===== config.mk =====
export PLATFORM = sky130hd
export DESIGN_NAME = cp0_regfile_flat
export DESIGN_NICKNAME = d
export VERILOG_FILES = /design/src/rtl/cp0_regfile_if.sv /design/src/rtl/cp0_regfile.sv /design/src/flat_wrapper.sv
export SDC_FILE = /design/constraint.sdc
export NUM_CORES = 1
export LEC_CHECK = 0
export CORE_ASPECT_RATIO = 0.9
export CORE_MARGIN = 2
export CORE_UTILIZATION = 50
export DETAILED_ROUTE_END_ITERATION = 10
export DONT_BUFFER_PORTS = 1
export GPL_ROUTABILITY_DRIVEN = 0
export PLACE_DENSITY_LB_ADDON = 0.12
export SLEW_MARGIN = 20
export SYNTH_ARGS = -nofsm -noshare
export SYNTH_HDL_FRONTEND = slang
export SYNTH_SLANG_ARGS = --single-unit

===== constraint.sdc =====
create_clock -name clk -period 7 [get_ports clk]
set_input_delay 0.35 -clock clk [delete_from_list [all_inputs] [get_ports clk]]
set_output_delay 0.35 -clock clk [all_outputs]
set_load 0.03 [all_outputs]

===== src/rtl/cp0_regfile_if.sv =====
// cp0_regfile_if: exception commit bundle, MTC0/MFC0 port and feedback to exception detection
interface cp0_regfile_if;
    logic [5:0]  hw_int;
    logic        exp_en;
    logic        exl_clean;
    logic [4:0]  exp_code;
    logic [31:0] exp_epc;
    logic        exp_bd;
    logic [31:0] exp_bad_vaddr;
    logic        exp_bad_vaddr_wen;
    logic [7:0]  exp_asid;
    logic        exp_asid_en;
    logic        mtc0_wen;
    logic [4:0]  mtc0_addr;
    logic [2:0]  mtc0_sel;
    logic [31:0] mtc0_data;
    logic [4:0]  mfc0_addr;
    logic [2:0]  mfc0_sel;
    logic [31:0] mfc0_data;
    logic [31:0] epc;
    logic [31:0] ebase;
    logic        status_bev;
    logic        cause_iv;
    logic        status_exl;
    logic        allow_interrupt;
    logic [7:0]  interrupt_flag;
    logic [7:0]  entryhi_asid;

    modport master (
        output hw_int, exp_en, exl_clean, exp_code, exp_epc, exp_bd, exp_bad_vaddr,
               exp_bad_vaddr_wen, exp_asid, exp_asid_en, mtc0_wen, mtc0_addr, mtc0_sel,
               mtc0_data, mfc0_addr, mfc0_sel,
        input  mfc0_data, epc, ebase, status_bev, cause_iv, status_exl, allow_interrupt,
               interrupt_flag, entryhi_asid
    );

    modport slave (
        input  hw_int, exp_en, exl_clean, exp_code, exp_epc, exp_bd, exp_bad_vaddr,
               exp_bad_vaddr_wen, exp_asid, exp_asid_en, mtc0_wen, mtc0_addr, mtc0_sel,
               mtc0_data, mfc0_addr, mfc0_sel,
        output mfc0_data, epc, ebase, status_bev, cause_iv, status_exl, allow_interrupt,
               interrupt_flag, entryhi_asid
    );
endinterface


===== src/rtl/cp0_regfile.sv =====
// cp0_regfile: MIPS32r1 CP0 architectural state, timer and exception commit
module cp0_regfile #(
    parameter logic [31:0] PRID      = 32'h0001_8000,
    parameter int          COUNT_DIV = 2
) (
    input logic         clk,
    input logic         rst,
    cp0_regfile_if.slave bus
);
    logic        bev, exl, ie;
    logic [7:0]  im;
    logic        bd, ti, iv;
    logic [5:0]  ip_hw;
    logic [1:0]  ip_sw;
    logic [4:0]  exc_code;
    logic [31:0] epc_r, bad_vaddr, count, compare;
    logic [18:0] vpn2;
    logic [7:0]  asid;
    logic [17:0] ebase_base;
    logic        presc;

    logic        wr, ws0;
    logic        w_count, w_entryhi, w_compare, w_status, w_cause, w_epc, w_ebase;
    logic        tick, cnt_chg;
    logic [31:0] count_nxt;
    logic [31:0] status_v, cause_v, entryhi_v, ebase_v;
    logic        rs0;

    // An exception in the same cycle swallows any MTC0
    assign wr        = bus.mtc0_wen & ~bus.exp_en;
    assign ws0       = wr && bus.mtc0_sel == 3'd0;
    assign w_count   = ws0 && bus.mtc0_addr == 5'd9;
    assign w_entryhi = ws0 && bus.mtc0_addr == 5'd10;
    assign w_compare = ws0 && bus.mtc0_addr == 5'd11;
    assign w_status  = ws0 && bus.mtc0_addr == 5'd12;
    assign w_cause   = ws0 && bus.mtc0_addr == 5'd13;
    assign w_epc     = ws0 && bus.mtc0_addr == 5'd14;
    assign w_ebase   = wr && bus.mtc0_addr == 5'd15 && bus.mtc0_sel == 3'd1;

    assign tick      = (COUNT_DIV == 1) | presc;
    assign count_nxt = w_count ? bus.mtc0_data : count + {31'b0, tick};
    assign cnt_chg   = w_count | tick;

    // Count prescaler, Count/Compare, timer interrupt and sampled hardware interrupt lines
    always_ff @(posedge clk or negedge rst) begin
        if (!rst) begin
            presc   <= 1'b0;
            count   <= 32'b0;
            compare <= 32'b0;
            ti      <= 1'b0;
            ip_hw   <= 6'b0;
        end else begin
            presc   <= (w_count || COUNT_DIV == 1) ? 1'b0 : ~presc;
            count   <= count_nxt;
            if (w_compare)
                compare <= bus.mtc0_data;
            ti      <= w_compare ? 1'b0 : ti | (cnt_chg && count_nxt == compare);
            ip_hw   <= {bus.hw_int[5] | ti, bus.hw_int[4:0]};
        end
    end

    // Exception commit takes priority over ERET, which takes priority over MTC0
    always_ff @(posedge clk or negedge rst) begin
        if (!rst) begin
            bev        <= 1'b1;
            im         <= 8'b0;
            exl        <= 1'b0;
            ie         <= 1'b0;
            bd         <= 1'b0;
            iv         <= 1'b0;
            ip_sw      <= 2'b0;
            exc_code   <= 5'b0;
            epc_r      <= 32'b0;
            bad_vaddr  <= 32'b0;
            vpn2       <= 19'b0;
            asid       <= 8'b0;
            ebase_base <= 18'b0;
        end else if (bus.exp_en) begin
            exc_code <= bus.exp_code;
            exl      <= 1'b1;
            if (!exl) begin
                epc_r <= bus.exp_epc;
                bd    <= bus.exp_bd;
            end
            if (bus.exp_bad_vaddr_wen)
                bad_vaddr <= bus.exp_bad_vaddr;
            if (bus.exp_asid_en) begin
                vpn2 <= bus.exp_bad_vaddr[31:13];
                asid <= bus.exp_asid;
            end
        end else begin
            if (w_status) begin
                bev <= bus.mtc0_data[22];
                im  <= bus.mtc0_data[15:8];
                exl <= bus.mtc0_data[1] & ~bus.exl_clean;
                ie  <= bus.mtc0_data[0];
            end else if (bus.exl_clean)
                exl <= 1'b0;
            if (w_entryhi) begin
                vpn2 <= bus.mtc0_data[31:13];
                asid <= bus.mtc0_data[7:0];
            end
            if (w_cause) begin
                iv    <= bus.mtc0_data[23];
                ip_sw <= bus.mtc0_data[9:8];
            end
            if (w_epc)
                epc_r <= bus.mtc0_data;
            if (w_ebase)
                ebase_base <= bus.mtc0_data[29:12];
        end
    end

    assign status_v  = {9'b0, bev, 6'b0, im, 6'b0, exl, ie};
    assign cause_v   = {bd, ti, 6'b0, iv, 7'b0, ip_hw, ip_sw, 1'b0, exc_code, 2'b0};
    assign entryhi_v = {vpn2, 5'b0, asid};
    assign ebase_v   = {2'b10, ebase_base, 12'b0};

    // MFC0 read mux straight from current state, no write bypass
    assign rs0 = bus.mfc0_sel == 3'd0;
    always_comb begin
        bus.mfc0_data = 32'b0;
        bus.mfc0_data = (bus.mfc0_addr == 5'd15 && bus.mfc0_sel == 3'd1) ? ebase_v :
                        !rs0                    ? 32'b0     :
                        bus.mfc0_addr == 5'd8   ? bad_vaddr :
                        bus.mfc0_addr == 5'd9   ? count     :
                        bus.mfc0_addr == 5'd10  ? entryhi_v :
                        bus.mfc0_addr == 5'd11  ? compare   :
                        bus.mfc0_addr == 5'd12  ? status_v  :
                        bus.mfc0_addr == 5'd13  ? cause_v   :
                        bus.mfc0_addr == 5'd14  ? epc_r     :
                        bus.mfc0_addr == 5'd15  ? PRID      : 32'b0;
    end

    assign bus.epc             = epc_r;
    assign bus.ebase           = ebase_v;
    assign bus.status_bev      = bev;
    assign bus.cause_iv        = iv;
    assign bus.status_exl      = exl;
    assign bus.allow_interrupt = ie & ~exl;
    assign bus.interrupt_flag  = {ip_hw, ip_sw} & im;
    assign bus.entryhi_asid    = asid;
endmodule


===== src/flat_wrapper.sv =====
// flat-port wrapper written by rule: the top's interface ports become plain ports
module cp0_regfile_flat 
#(
    parameter logic [31:0] PRID      = 32'h0001_8000,
    parameter int          COUNT_DIV = 2
)
  (clk, rst, bus_hw_int, bus_exp_en, bus_exl_clean, bus_exp_code, bus_exp_epc, bus_exp_bd, bus_exp_bad_vaddr, bus_exp_bad_vaddr_wen, bus_exp_asid, bus_exp_asid_en, bus_mtc0_wen, bus_mtc0_addr, bus_mtc0_sel, bus_mtc0_data, bus_mfc0_addr, bus_mfc0_sel, bus_mfc0_data, bus_epc, bus_ebase, bus_status_bev, bus_cause_iv, bus_status_exl, bus_allow_interrupt, bus_interrupt_flag, bus_entryhi_asid);
  cp0_regfile_if bus_i ();
  input logic clk;
  input logic rst;
  input wire logic [$bits(bus_i.hw_int)-1:0] bus_hw_int;
  input wire logic [$bits(bus_i.exp_en)-1:0] bus_exp_en;
  input wire logic [$bits(bus_i.exl_clean)-1:0] bus_exl_clean;
  input wire logic [$bits(bus_i.exp_code)-1:0] bus_exp_code;
  input wire logic [$bits(bus_i.exp_epc)-1:0] bus_exp_epc;
  input wire logic [$bits(bus_i.exp_bd)-1:0] bus_exp_bd;
  input wire logic [$bits(bus_i.exp_bad_vaddr)-1:0] bus_exp_bad_vaddr;
  input wire logic [$bits(bus_i.exp_bad_vaddr_wen)-1:0] bus_exp_bad_vaddr_wen;
  input wire logic [$bits(bus_i.exp_asid)-1:0] bus_exp_asid;
  input wire logic [$bits(bus_i.exp_asid_en)-1:0] bus_exp_asid_en;
  input wire logic [$bits(bus_i.mtc0_wen)-1:0] bus_mtc0_wen;
  input wire logic [$bits(bus_i.mtc0_addr)-1:0] bus_mtc0_addr;
  input wire logic [$bits(bus_i.mtc0_sel)-1:0] bus_mtc0_sel;
  input wire logic [$bits(bus_i.mtc0_data)-1:0] bus_mtc0_data;
  input wire logic [$bits(bus_i.mfc0_addr)-1:0] bus_mfc0_addr;
  input wire logic [$bits(bus_i.mfc0_sel)-1:0] bus_mfc0_sel;
  output wire logic [$bits(bus_i.mfc0_data)-1:0] bus_mfc0_data;
  output wire logic [$bits(bus_i.epc)-1:0] bus_epc;
  output wire logic [$bits(bus_i.ebase)-1:0] bus_ebase;
  output wire logic [$bits(bus_i.status_bev)-1:0] bus_status_bev;
  output wire logic [$bits(bus_i.cause_iv)-1:0] bus_cause_iv;
  output wire logic [$bits(bus_i.status_exl)-1:0] bus_status_exl;
  output wire logic [$bits(bus_i.allow_interrupt)-1:0] bus_allow_interrupt;
  output wire logic [$bits(bus_i.interrupt_flag)-1:0] bus_interrupt_flag;
  output wire logic [$bits(bus_i.entryhi_asid)-1:0] bus_entryhi_asid;
  assign bus_i.hw_int = bus_hw_int;
  assign bus_i.exp_en = bus_exp_en;
  assign bus_i.exl_clean = bus_exl_clean;
  assign bus_i.exp_code = bus_exp_code;
  assign bus_i.exp_epc = bus_exp_epc;
  assign bus_i.exp_bd = bus_exp_bd;
  assign bus_i.exp_bad_vaddr = bus_exp_bad_vaddr;
  assign bus_i.exp_bad_vaddr_wen = bus_exp_bad_vaddr_wen;
  assign bus_i.exp_asid = bus_exp_asid;
  assign bus_i.exp_asid_en = bus_exp_asid_en;
  assign bus_i.mtc0_wen = bus_mtc0_wen;
  assign bus_i.mtc0_addr = bus_mtc0_addr;
  assign bus_i.mtc0_sel = bus_mtc0_sel;
  assign bus_i.mtc0_data = bus_mtc0_data;
  assign bus_i.mfc0_addr = bus_mfc0_addr;
  assign bus_i.mfc0_sel = bus_mfc0_sel;
  assign bus_mfc0_data = bus_i.mfc0_data;
  assign bus_epc = bus_i.epc;
  assign bus_ebase = bus_i.ebase;
  assign bus_status_bev = bus_i.status_bev;
  assign bus_cause_iv = bus_i.cause_iv;
  assign bus_status_exl = bus_i.status_exl;
  assign bus_allow_interrupt = bus_i.allow_interrupt;
  assign bus_interrupt_flag = bus_i.interrupt_flag;
  assign bus_entryhi_asid = bus_i.entryhi_asid;
  cp0_regfile #(.PRID(PRID), .COUNT_DIV(COUNT_DIV)) u_core (.clk(clk), .rst(rst), .bus(bus_i));
endmodule

**Word level (Yosys, flattened, before mapping)**

Cells that the tools add are included.

- Word-level logic and storage cells: 98
- Output and inout port bits: 116
- Input port bits: 139
- Bits in registers: 201

- Equal/unequal tests: 20
- Reductions and logical operators: 23
- Bitwise logic cells: 11
- $add $sub $neg: 1
- Mux-type cells: 25

Operators with widths:

| operator | count |
|---|---|
| 2-to-1 mux 32 bit | 13 |
| == test 5 x 4 -> 1 bit (second input constant) | 15 |
| 2-to-1 mux 19 bit | 3 |
| adder 32 x 1 -> 32 bit | 1 |
| == test 32 bit | 1 |
| 2-to-1 mux 8 bit | 3 |
| 2-to-1 mux 17 bit | 1 |
| AND reduction 2 bit | 7 |
| logical AND 1 bit | 11 |
| bitwise AND 8 bit | 1 |
| == test 3 x 1 -> 1 bit (second input constant) | 2 |
| zero test 3 bit | 2 |
| 2-to-1 mux 1 bit | 5 |
| NOT 1 bit | 4 |
| nonzero test 2 bit | 2 |
| bitwise AND 1 bit | 3 |
| OR 1 bit | 3 |
| nonzero test 3 bit | 1 |
| inequality test 2 x 1 -> 1 bit (second input constant) | 1 |
| inequality test 2 bit (second input constant) | 1 |

**Logic depth before layout (Yosys ltp)**

- Word-level depth: 11
- Mapped depth: 11
- Depth with buffers taken out: 9

**Least setup slack after synthesis**

No wires, ideal clock.

- Path kind: reg-to-reg
- Start: register u_core.count[15]
- End: register u_core.ti
- Clock period less this slack: 3,128 ps
- Setup time: 92 ps
- Cell stages (with the launch flop): 11
- Data required time: 6,908 ps
- Buffers on the path: 2
- Data arrival time: 3,036 ps
- Slack: 3,872 ps
- Cells stage by stage: dfrtp_1 -> buf_2 -> nand4_1 -> or4_4 -> buf_6 -> or4_4 -> a311oi_2 -> o2111a_1 -> nand4_1 -> or4_1 -> o31ai_2

- Longest elaborated chain between the ends: 6

RTL lines:

| item | line | RTL |
|---|---|---|
| start: declaration | cp0_regfile.sv:16 | `logic [31:0] epc_r, bad_vaddr, count, compare;` |
| start signal: assignment | cp0_regfile.sv:54 | `count <= count_nxt;` |
| adder 32 x 1 -> 32 bit | cp0_regfile.sv:41 | `assign count_nxt = w_count ? bus.mtc0_data : count + {31'b0, tick};` |
| 2-to-1 mux 32 bit | cp0_regfile.sv:41 |  |
| == test 32 bit | cp0_regfile.sv:57 | `ti <= w_compare ? 1'b0 : ti \| (cnt_chg && count_nxt == compare);` |
| logical AND 1 bit | cp0_regfile.sv:57 |  |
| OR 1 bit | cp0_regfile.sv:57 |  |
| 2-to-1 mux 1 bit | cp0_regfile.sv:57 |  |
| end signal: assignment | cp0_regfile.sv:57 |  |
| end: declaration | cp0_regfile.sv:12 | `logic bd, ti, iv;` |

Every way passes these cells.
A chain may end at the register's enable or synchronous reset.

**Worst setup path in the final report**

- Start: register u_core.count[16]
- End: register u_core.ti

The elaborated chain is that of the path after synthesis.

==> results.cfg <==
[run_status]
status = complete, but fails checks
violations = negative hold slack

[grt]
grtUsageMet1 = 0.4362
grt_pass1_wl_um = 52710
grt_util_all_layers = 0.2959
grt.busiest_layer = met2
met2_usage = 0.4523
use_met3 = 0.05994
antenna_found_initial = 0
grt_pass1_vias = 8813
grt_max_degree = 202
overflow = 0

[drt]
ant_nets = 0
drc = 0
drt-initial-drc-count = 829
via_count = 8960
wl_um = 34310
wl_per_cell_um = 23.37
first_pass_iters = 6
viasPerCell = 6.104

[floorplanning]
start_util = 0.5066
ios = 255
dieWidth_um = 159.6
die_h_um = 144.0
rows = 51
core-area_um2 = 21500
dieArea_um2 = 22990

[final_layout]
layout_common_cells = dfrtp_1, nand2_1, a21oi_1
layoutNonFillerInstCount = 1468
layout_commonest_cell = dfrtp_1
fin_nets = 1306
layout-drive-gt1-share = 0.1487
syn_to_final_growth_pct = 15.31
num_antenna_cells = 0
n_fill_cell = 1937

[synth]
synth_area_um2 = 10890
syn_area_per_cell_um2 = 9.727
synthArstFlopShare = 1.000
synth_edf_count = 0
synth.yosys.seq_area_share = 0.4618
ys_types = 66
yosys_warnings = 0
synthCells = 1120
ys_ff_latch = 201
synthFlopType = dfrtp_1

[clock_tree]
htreeDepth = 1
clkTransAtPathRegs_ns = 0.06
cts_root_buffer = clkbuf_16
worstSkewPairLatency_ns = 0.52
cts_setup_buffers = 0
cts_resized = 0
cts_buffer_depth = 3
cts_buffers = 23
cts.sinks = 201
cts_tree = built

[sta]
rsz0062_at_grt = false
fin_skew_ns = 0.01984
final-hold-violation-count = 96
slew_headroom = 0.2829
setup_tns_ns = 0
slew_violations = 0
worstMarginPinSlew_ns = 1.069
hold_ws_ns = -0.07760
fmax_ghz = 0.2920
setup_viol = 0
period_share = 0.4892
period_needed_ns = 3.425

[job]
drv_cap = 0

[placement]
port_buffers = 0
hpwl_um = 22550
dp.cells = 1352

[critical_path]
path_class = register to register
r2r_cells = 8
cp.arrival_ns = 3.84
crit_required_ns = 7.41
critPathCaptureType = register
worstSetupStartpointType = register
worst-path-max-fanout = 9
r2r_setup_slack_ns = 3.58

[hold_path]
holdCritPathClass = primary input to async pin

[power]
ir_worst_vdd_mv = 0.1480
power_density_nw_per_um2 = 235.9
p_leak_uw = 0.005096
## power breakdown
group / internal, µW / leakage, µW / switching (µW) / total (µW)
Clock: 630 / 0.000328 / 469 / 1100
Combinational: 168 / 0.00226 / 202 / 370
Sequential: 1280 / 0.00250 / 210 / 1490
Total: 2080 / 0.00510 / 881 / 2960
## synthesized netlist by cell type, drive strengths merged, types with 22 or more instances
library cell,number,share of area
nor2b,36,0.021
nand2,128,0.044
buf,26,0.015
clkbuf,58,0.020
nor2,47,0.016
a22oi,28,0.019
o21ai,97,0.045
xor2,22,0.018
a21oi,111,0.051
dfrtp,200,0.46
xnor2,47,0.038
mux2,106,0.11
## critical path: stages (launching register included)
cell,delay [ns]
dfrtp_1,0.50
nand4_1,0.29
or4_4,0.62
or4_4,0.56
a311oi_2,0.27
o2111a_1,0.20
nand4_1,0.10
or4_1,0.55
o31ai_2,0.21
## per-layer routing
layer,part of all wire,wire length (µm)
met1,0.46,15920
met2,0.44,15080
met3,0.076,2621
met4,0.020,685
met5,0,0
## stage by stage
stage	hold slack (ns)	worst slack (ns)	power [µW]	cell area [µm²]	util
floorplan	0.05441	3.872	1733	10940	-
global placement	0.06006	3.597	1802	11080	0.5151
detailed placement	0.06172	3.518	1811	11080	0.5151
CTS	0.0005800	3.523	2982	12550	0.5837
global route	0.01206	3.384	3083	12560	0.5842
finish	-0.07760	3.575	2963	12560	0.5842
## cell families (layout without fill, tap and decap cells)
logic type,count (synthesis),in the layout,share of synthesized area
compound gates,321,321,0.1761
simple gates,310,310,0.1402
flops,201,201,0.4618
mux,118,118,0.1206
buf+inv,95,140,0.03871
xor+xnor,71,71,0.05961
fa+ha+maj,2,2,0.002297
other cells,2,14,0.0006894
## final timing paths
check	from	endpoint
worst max-delay path	u_core.count[16]	u_core.ti
worst min-delay path	rst	u_core.bus.status_exl
worst max register to register	u_core.count[16]	u_core.ti
worst min register to register	u_core.vpn2[10]	u_core.vpn2[10]
max in group asynchronous	rst	u_core.ip_sw[1]
min in group clk	bus_mtc0_data[7]	u_core.count[7]
## sequential cells by signal (all words and copies together) (netlist names)
signal,cells
u_core.bus.status_exl,1
u_core.bus.status_bev,1
u_core.ip_sw,2
u_core.bus.entryhi_asid,8
u_core.bad_vaddr,32
u_core.ebase_base,18
u_core.im,8
u_core.presc,1
u_core.exc_code,5
u_core.bus.epc,32
u_core.bus.cause_iv,1
u_core.ie,1
u_core.ip_hw,6
u_core.count,32
u_core.vpn2,19
u_core.compare,32
u_core.bd,1
u_core.ti,1
## cell type report
cell class,instances,area [µm²],area share
flip-flops and latches,201,5031,0.4005
repair buffers,92,905.9,0.07211
multi-input cells,836,5553,0.4420
well taps,291,364.1,0.02898
clock inverters,5,27.53,0.002191
clock buffers,32,639.4,0.05090
inverters,11,41.29,0.003287
## repair_timing
item	4_1_cts	5_1_grt
endpoints found under the setup margin	0	0
hold buffers	79	0
endpoints found under the hold margin	326	0
Power figures use the tool's default switching activity.
